`src/rtl/inst_loader.sv`:
```
// Byte-stream program loader: packs little-endian bytes into 32-bit words,
// writes them to consecutive imem addresses and holds the CPU until ECALL or full.
module inst_loader #(
  parameter int ADDR_WIDTH = 14,
  parameter int MAX_WORDS  = 16384
) (
  input  logic                  clk,
  input  logic                  rst_n,
  input  logic                  start,
  input  logic [7:0]            byte_in,
  input  logic                  byte_valid,
  output logic                  byte_ready,
  output logic                  imem_we,
  output logic [ADDR_WIDTH-1:0] imem_addr,
  output logic [31:0]           imem_wdata,
  output logic                  cpu_hold,
  output logic                  done,
  output logic [ADDR_WIDTH:0]   word_count,
  output logic                  bad_opcode
);

  localparam logic [1:0] S_IDLE  = 2'd0;
  localparam logic [1:0] S_RECV  = 2'd1;
  localparam logic [1:0] S_WRITE = 2'd2;
  localparam logic [1:0] S_DONE  = 2'd3;

  localparam logic [31:0]         ECALL   = 32'h0000_0073;
  localparam logic [ADDR_WIDTH:0] MAX_CNT = MAX_WORDS[ADDR_WIDTH:0];

  logic [1:0]            state_q, state_d;
  logic [ADDR_WIDTH-1:0] addr_q,  addr_d;
  logic [1:0]            idx_q,   idx_d;
  logic [31:0]           word_q,  word_d;
  logic [ADDR_WIDTH:0]   cnt_q,   cnt_d;
  logic                  bad_q,   bad_d;
  logic [ADDR_WIDTH:0]   cnt_inc;

  // Opcodes the control decoder understands; funct fields are not inspected.
  function automatic logic op_known(input logic [6:0] op);
    case (op)
      7'b0110011, 7'b0010011, 7'b0000011, 7'b0100011, 7'b1100011,
      7'b1101111, 7'b1100111, 7'b0110111, 7'b0010111, 7'b1110011: op_known = 1'b1;
      default: op_known = 1'b0;
    endcase
  endfunction

  always_comb begin
    state_d = state_q;
    addr_d  = addr_q;
    idx_d   = idx_q;
    word_d  = word_q;
    cnt_d   = cnt_q;
    bad_d   = bad_q;
    cnt_inc = cnt_q + 1'b1;
    case (state_q)
      S_IDLE, S_DONE: begin
        if (start) begin
          state_d = S_RECV;
          addr_d  = '0;
          idx_d   = 2'd0;
          cnt_d   = '0;
          bad_d   = 1'b0;
        end
      end
      S_RECV: begin
        // byte_ready is a pure state decode, so byte_valid alone marks a handshake here
        if (byte_valid) begin
          word_d[{idx_q, 3'b000} +: 8] = byte_in;
          idx_d = idx_q + 2'd1;
          if (idx_q == 2'd3) state_d = S_WRITE;
        end
      end
      S_WRITE: begin
        addr_d = addr_q + 1'b1;
        cnt_d  = cnt_inc;
        if (!op_known(word_q[6:0])) bad_d = 1'b1;
        if ((word_q == ECALL) || (cnt_inc == MAX_CNT)) state_d = S_DONE;
        else                                            state_d = S_RECV;
      end
      default: state_d = S_IDLE;
    endcase
  end

  always_ff @(posedge clk or negedge rst_n) begin
    if (!rst_n) begin
      state_q <= S_IDLE;
      addr_q  <= '0;
      idx_q   <= 2'd0;
      word_q  <= '0;
      cnt_q   <= '0;
      bad_q   <= 1'b0;
    end else begin
      state_q <= state_d;
      addr_q  <= addr_d;
      idx_q   <= idx_d;
      word_q  <= word_d;
      cnt_q   <= cnt_d;
      bad_q   <= bad_d;
    end
  end

  assign byte_ready = (state_q == S_RECV);
  assign imem_we    = (state_q == S_WRITE);
  assign cpu_hold   = (state_q == S_RECV) || (state_q == S_WRITE);
  assign done       = (state_q == S_DONE);
  assign imem_addr  = addr_q;
  assign imem_wdata = word_q;
  assign word_count = cnt_q;
  assign bad_opcode = bad_q;

endmodule
```
`config.mk`:
```
export PLATFORM = sky130hd
export DESIGN_NAME = inst_loader
export DESIGN_NICKNAME = d
export VERILOG_FILES = /design/src/rtl/inst_loader.sv
export SDC_FILE = /design/constraint.sdc
export NUM_CORES = 1
export LEC_CHECK = 0
export CORE_MARGIN = 4
export CORE_UTILIZATION = 53
export DETAILED_ROUTE_END_ITERATION = 12
export PLACE_DENSITY = 0.84
export SYNTH_ARGS = -nofsm -noshare
export SYNTH_HDL_FRONTEND = slang
export SYNTH_SLANG_ARGS = --single-unit
```
`constraint.sdc`:
```
create_clock -name clk -period 3.31 [get_ports clk]
set_clock_uncertainty 0.2 [all_clocks]
set_input_delay 0.662 -clock clk [delete_from_list [all_inputs] [get_ports clk]]
set_output_delay 0.662 -clock clk [all_outputs]
set_load 0.005 [all_outputs]
```
==> impl_metrics.yaml <==
run_status:
  status: "complete, no violations"
routing:
  drt_iter0_drc: 218
  ant_nets: 0
  vias: 2859
  vias_per_cell: 5.99
  wl_mm: 8.37
  dr.pass1.iters: 4
  wl_per_cell_um: 17.5
  route.detailed.drc: 0
layout:
  syn_to_final_growth_pct: 29.8
  nets: 421
  nFillCells: 430
  postLayoutCellArea_mm2: 0.00431
  drive_above_1_share_pct: 6.72
  diodes: 0
sta:
  setup_violations: 0
  hold_viol: 0
  slew_headroom_pct: 46.1
  min_period_ps: 2780
  tightest_slew_ps: 808
  rsz0062_at_grt: "no"
  timing.final.crit_share_pct: 84.0
  tns_ps: 0
  slew_violations: 0
  max_freq_mhz: 360
  whs_ps: 294
grt:
  met3_usage_pct: 4.45
  antenna_found_initial: 0
  grt_first_pass_wirelength_mm: 14.1
  top_usage_layer: "met2"
  grt_max_degree: 67
  grt_pass1_vias: 2837
  gr-usage-met2_pct: 37.3
  gr-usage-met1_pct: 32.7
  grt_usage_pct: 23.6
  grt.overflow.total: 0
floorplan:
  die_h_um: 87.1
  initial_core_util_pct: 55.4
  coreArea_mm2: 0.00599
  row_count: 28
  die_area_mm2: 0.00759
  die_w_um: 87.1
  boundaryPins: 78
placement:
  gp_congestion: 0.839
  port_buffers: 77
  placed_area_mm2: 0.00413
  dpl.hpwl_mm: 6.01
power:
  leakage_nw: 1.86
  peakVddDrop_v: 0.000527
  power.density_mw_per_mm2: 730
setup_path:
  slowest_delay_ps: 590
  slowest_stage: "clkdlybuf4s50_1"
  reg2reg_slack_ps: 730
  critical_path.max_fanout: 11
  worst-setup-path-type: "reg -> out"
  r2r_start: "state_q[1]$_DFFE_PN0P_"
  cp_cell_sequence: "inv_1, ha_1, clkdlybuf4s50_1"
  critPathArrivalTime_ps: 1920
  cp.required_ps: 2450
  startpoint_type: "flip-flop"
  worstSetupPathDepth: 3
  crit_path_start: "state_q[1]$_DFFE_PN0P_"
  path_delay_family: "buffers and inverters"
  endpoint_kind: "primary output"
  r2r_cells: 5
  reg2reg_to: "imem_wdata[9]$_DFFE_PN0P_"
  crit_path_end: "byte_ready"
  worst-path-buf-inv: 2
logic_synthesis:
  synthArstFlopShare_pct: 100
  yosysSeqAreaShare_pct: 49.8
  ys_ff_latch: 66
  syn-num-nets: 342
  ys.flop_type: "dfrtp_1"
  synth_cell_types: 45
  yosysWarnings: 0
  synth.top_cell.area_share_pct: 49.8
  synth_top_cell_by_area: "dfrtp_1"
  synthesis.area_mm2: 0.00332
  synth-edff-count: 0
  ys_top_cells_by_area: "dfrtp_1, a22o_1, ha_1"
  avgSynthCellArea_um2: 10.4
  synthCells: 318
clock_network:
  cts_hold_buf: 0
  root_buffer: "clkbuf_8"
  cts_sinks: 66
  cts_tree: "built"
  clkSlewWorstSetupHoldPaths_ps: 70
  h-tree-depth: 3
  cts_buffer_depth: 2
  postCtsResizedCells: 0
  post_cts_buffers: 0
  cts_buffers: 9
  clock_latency_ps: 330
job:
  max_cap_violations: 0
worst_hold_path:
  hp-class: "in -> async"
-- logic make-up after synthesis --
kind of cell / count (synthesis) / synth area share (%)
AND/OR/NAND/NOR: 116 / 19.0
multiplexers: 6 / 1.85
AO/OA/AOI/OAI: 83 / 18.0
buffers and inverters: 20 / 2.87
XOR/XNOR: 15 / 3.96
adder cells (fa/ha/maj): 12 / 4.53
flip-flops: 66 / 49.8
-- metal layers --
layer,vias to the layer above,part of all wire (%)
met5,-,0
met4,0,1.6
met3,14,5.4
met2,87,48
li1,1342,-
met1,1416,45
-- placed cells by master, fill, tap and decap left out, types with 7 or more instances in the layout --
cell type,synthesis,final
a22o_1,36,36
clkbuf_8,0,10
clkdlybuf4s50_1,0,76
dfrtp_1,66,66
ha_1,12,12
inv_1,8,8
nand2_1,31,31
nand3_1,14,14
nand4_1,9,9
nor2_1,20,20
nor4_1,10,10
o21ai_0,22,22
xnor2_1,7,7
xor2_1,8,8
-- cells in the mapped netlist (2+ instances only) --
master / number
dfrtp_1: 66
a22o_1: 36
nand2_1: 31
o21ai_0: 22
nor2_1: 20
nand3_1: 14
ha_1: 12
nor4_1: 10
nand4_1: 9
inv_1: 8
xor2_1: 8
xnor2_1: 7
a21oi_1: 6
a31oi_1: 6
clkbuf_1: 6
and3_1: 5
mux2i_1: 5
nand2b_1: 5
nor2b_1: 4
buf_2: 3
nor4b_2: 3
o31ai_1: 3
and3_4: 2
and4_1: 2
buf_6: 2
nor3_1: 2
nor3b_1: 2
or4_1: 2
-- worst register-to-register path, stage by stage, from the launching register on --
cell and delay, ps:
dfrtp_1 430, inv_1 120, ha_1 440, nand3_1 360, nor4b_2 730, a22o_1 240
-- how the worst min path moves through the flow --
stage / startpoint / end / slack [ps] / cells after the start
6_report: rst_n / imem_addr[9]$_DFFE_PN0P_ / 290 / 2
5_1_grt: bad_opcode$_DFFE_PN0P_ / bad_opcode$_DFFE_PN0P_ / 320 / 1
4_1_cts: bad_opcode$_DFFE_PN0P_ / bad_opcode$_DFFE_PN0P_ / 300 / 1
3_5_place_dp: bad_opcode$_DFFE_PN0P_ / bad_opcode$_DFFE_PN0P_ / 290 / 1
3_3_place_gp: bad_opcode$_DFFE_PN0P_ / bad_opcode$_DFFE_PN0P_ / 270 / 1
2_1_floorplan: rst_n / bad_opcode$_DFFE_PN0P_ / 170 / 0
-- per-stage QoR --
step	worst slack [ps]	power [W]	std cells	utilization, %
final	530	0.00314	477	71.9
after global routing	445	0.00336	477	71.9
after CTS	555	0.00316	477	71.9
after detailed placement	443	0.00256	461	69.0
after global placement	535	0.00251	461	69.0
after floorplan	1170	0.00189	318	-
-- registers in the layout, summed over array words and instances (netlist names) --
signal      cells
imem_wdata     32
word_count     15
imem_addr      14
idx_q           2
state_q         2
bad_opcode      1
-- cell type report --
cell class | instances | area, µm² | share of cell area [%]
clock buffers | 11 | 141 | 3.28
clock inverters | 5 | 30.0 | 0.697
inverters | 8 | 30.0 | 0.697
multi-input cells | 232 | 1570 | 36.5
flip-flops and latches | 66 | 1650 | 38.4
well taps | 75 | 93.8 | 2.18
repair buffers | 80 | 788 | 18.3
-- report_power, final --
group          total, W  internal [W]  switching (W)  leakage (nW)
clock network  0.000594      0.000288       0.000306        0.0851
registers       0.00123       0.00101       0.000223         0.907
logic           0.00131      0.000713       0.000600         0.867
total           0.00314       0.00201        0.00113          1.86
Power figures use the tool's default switching activity.
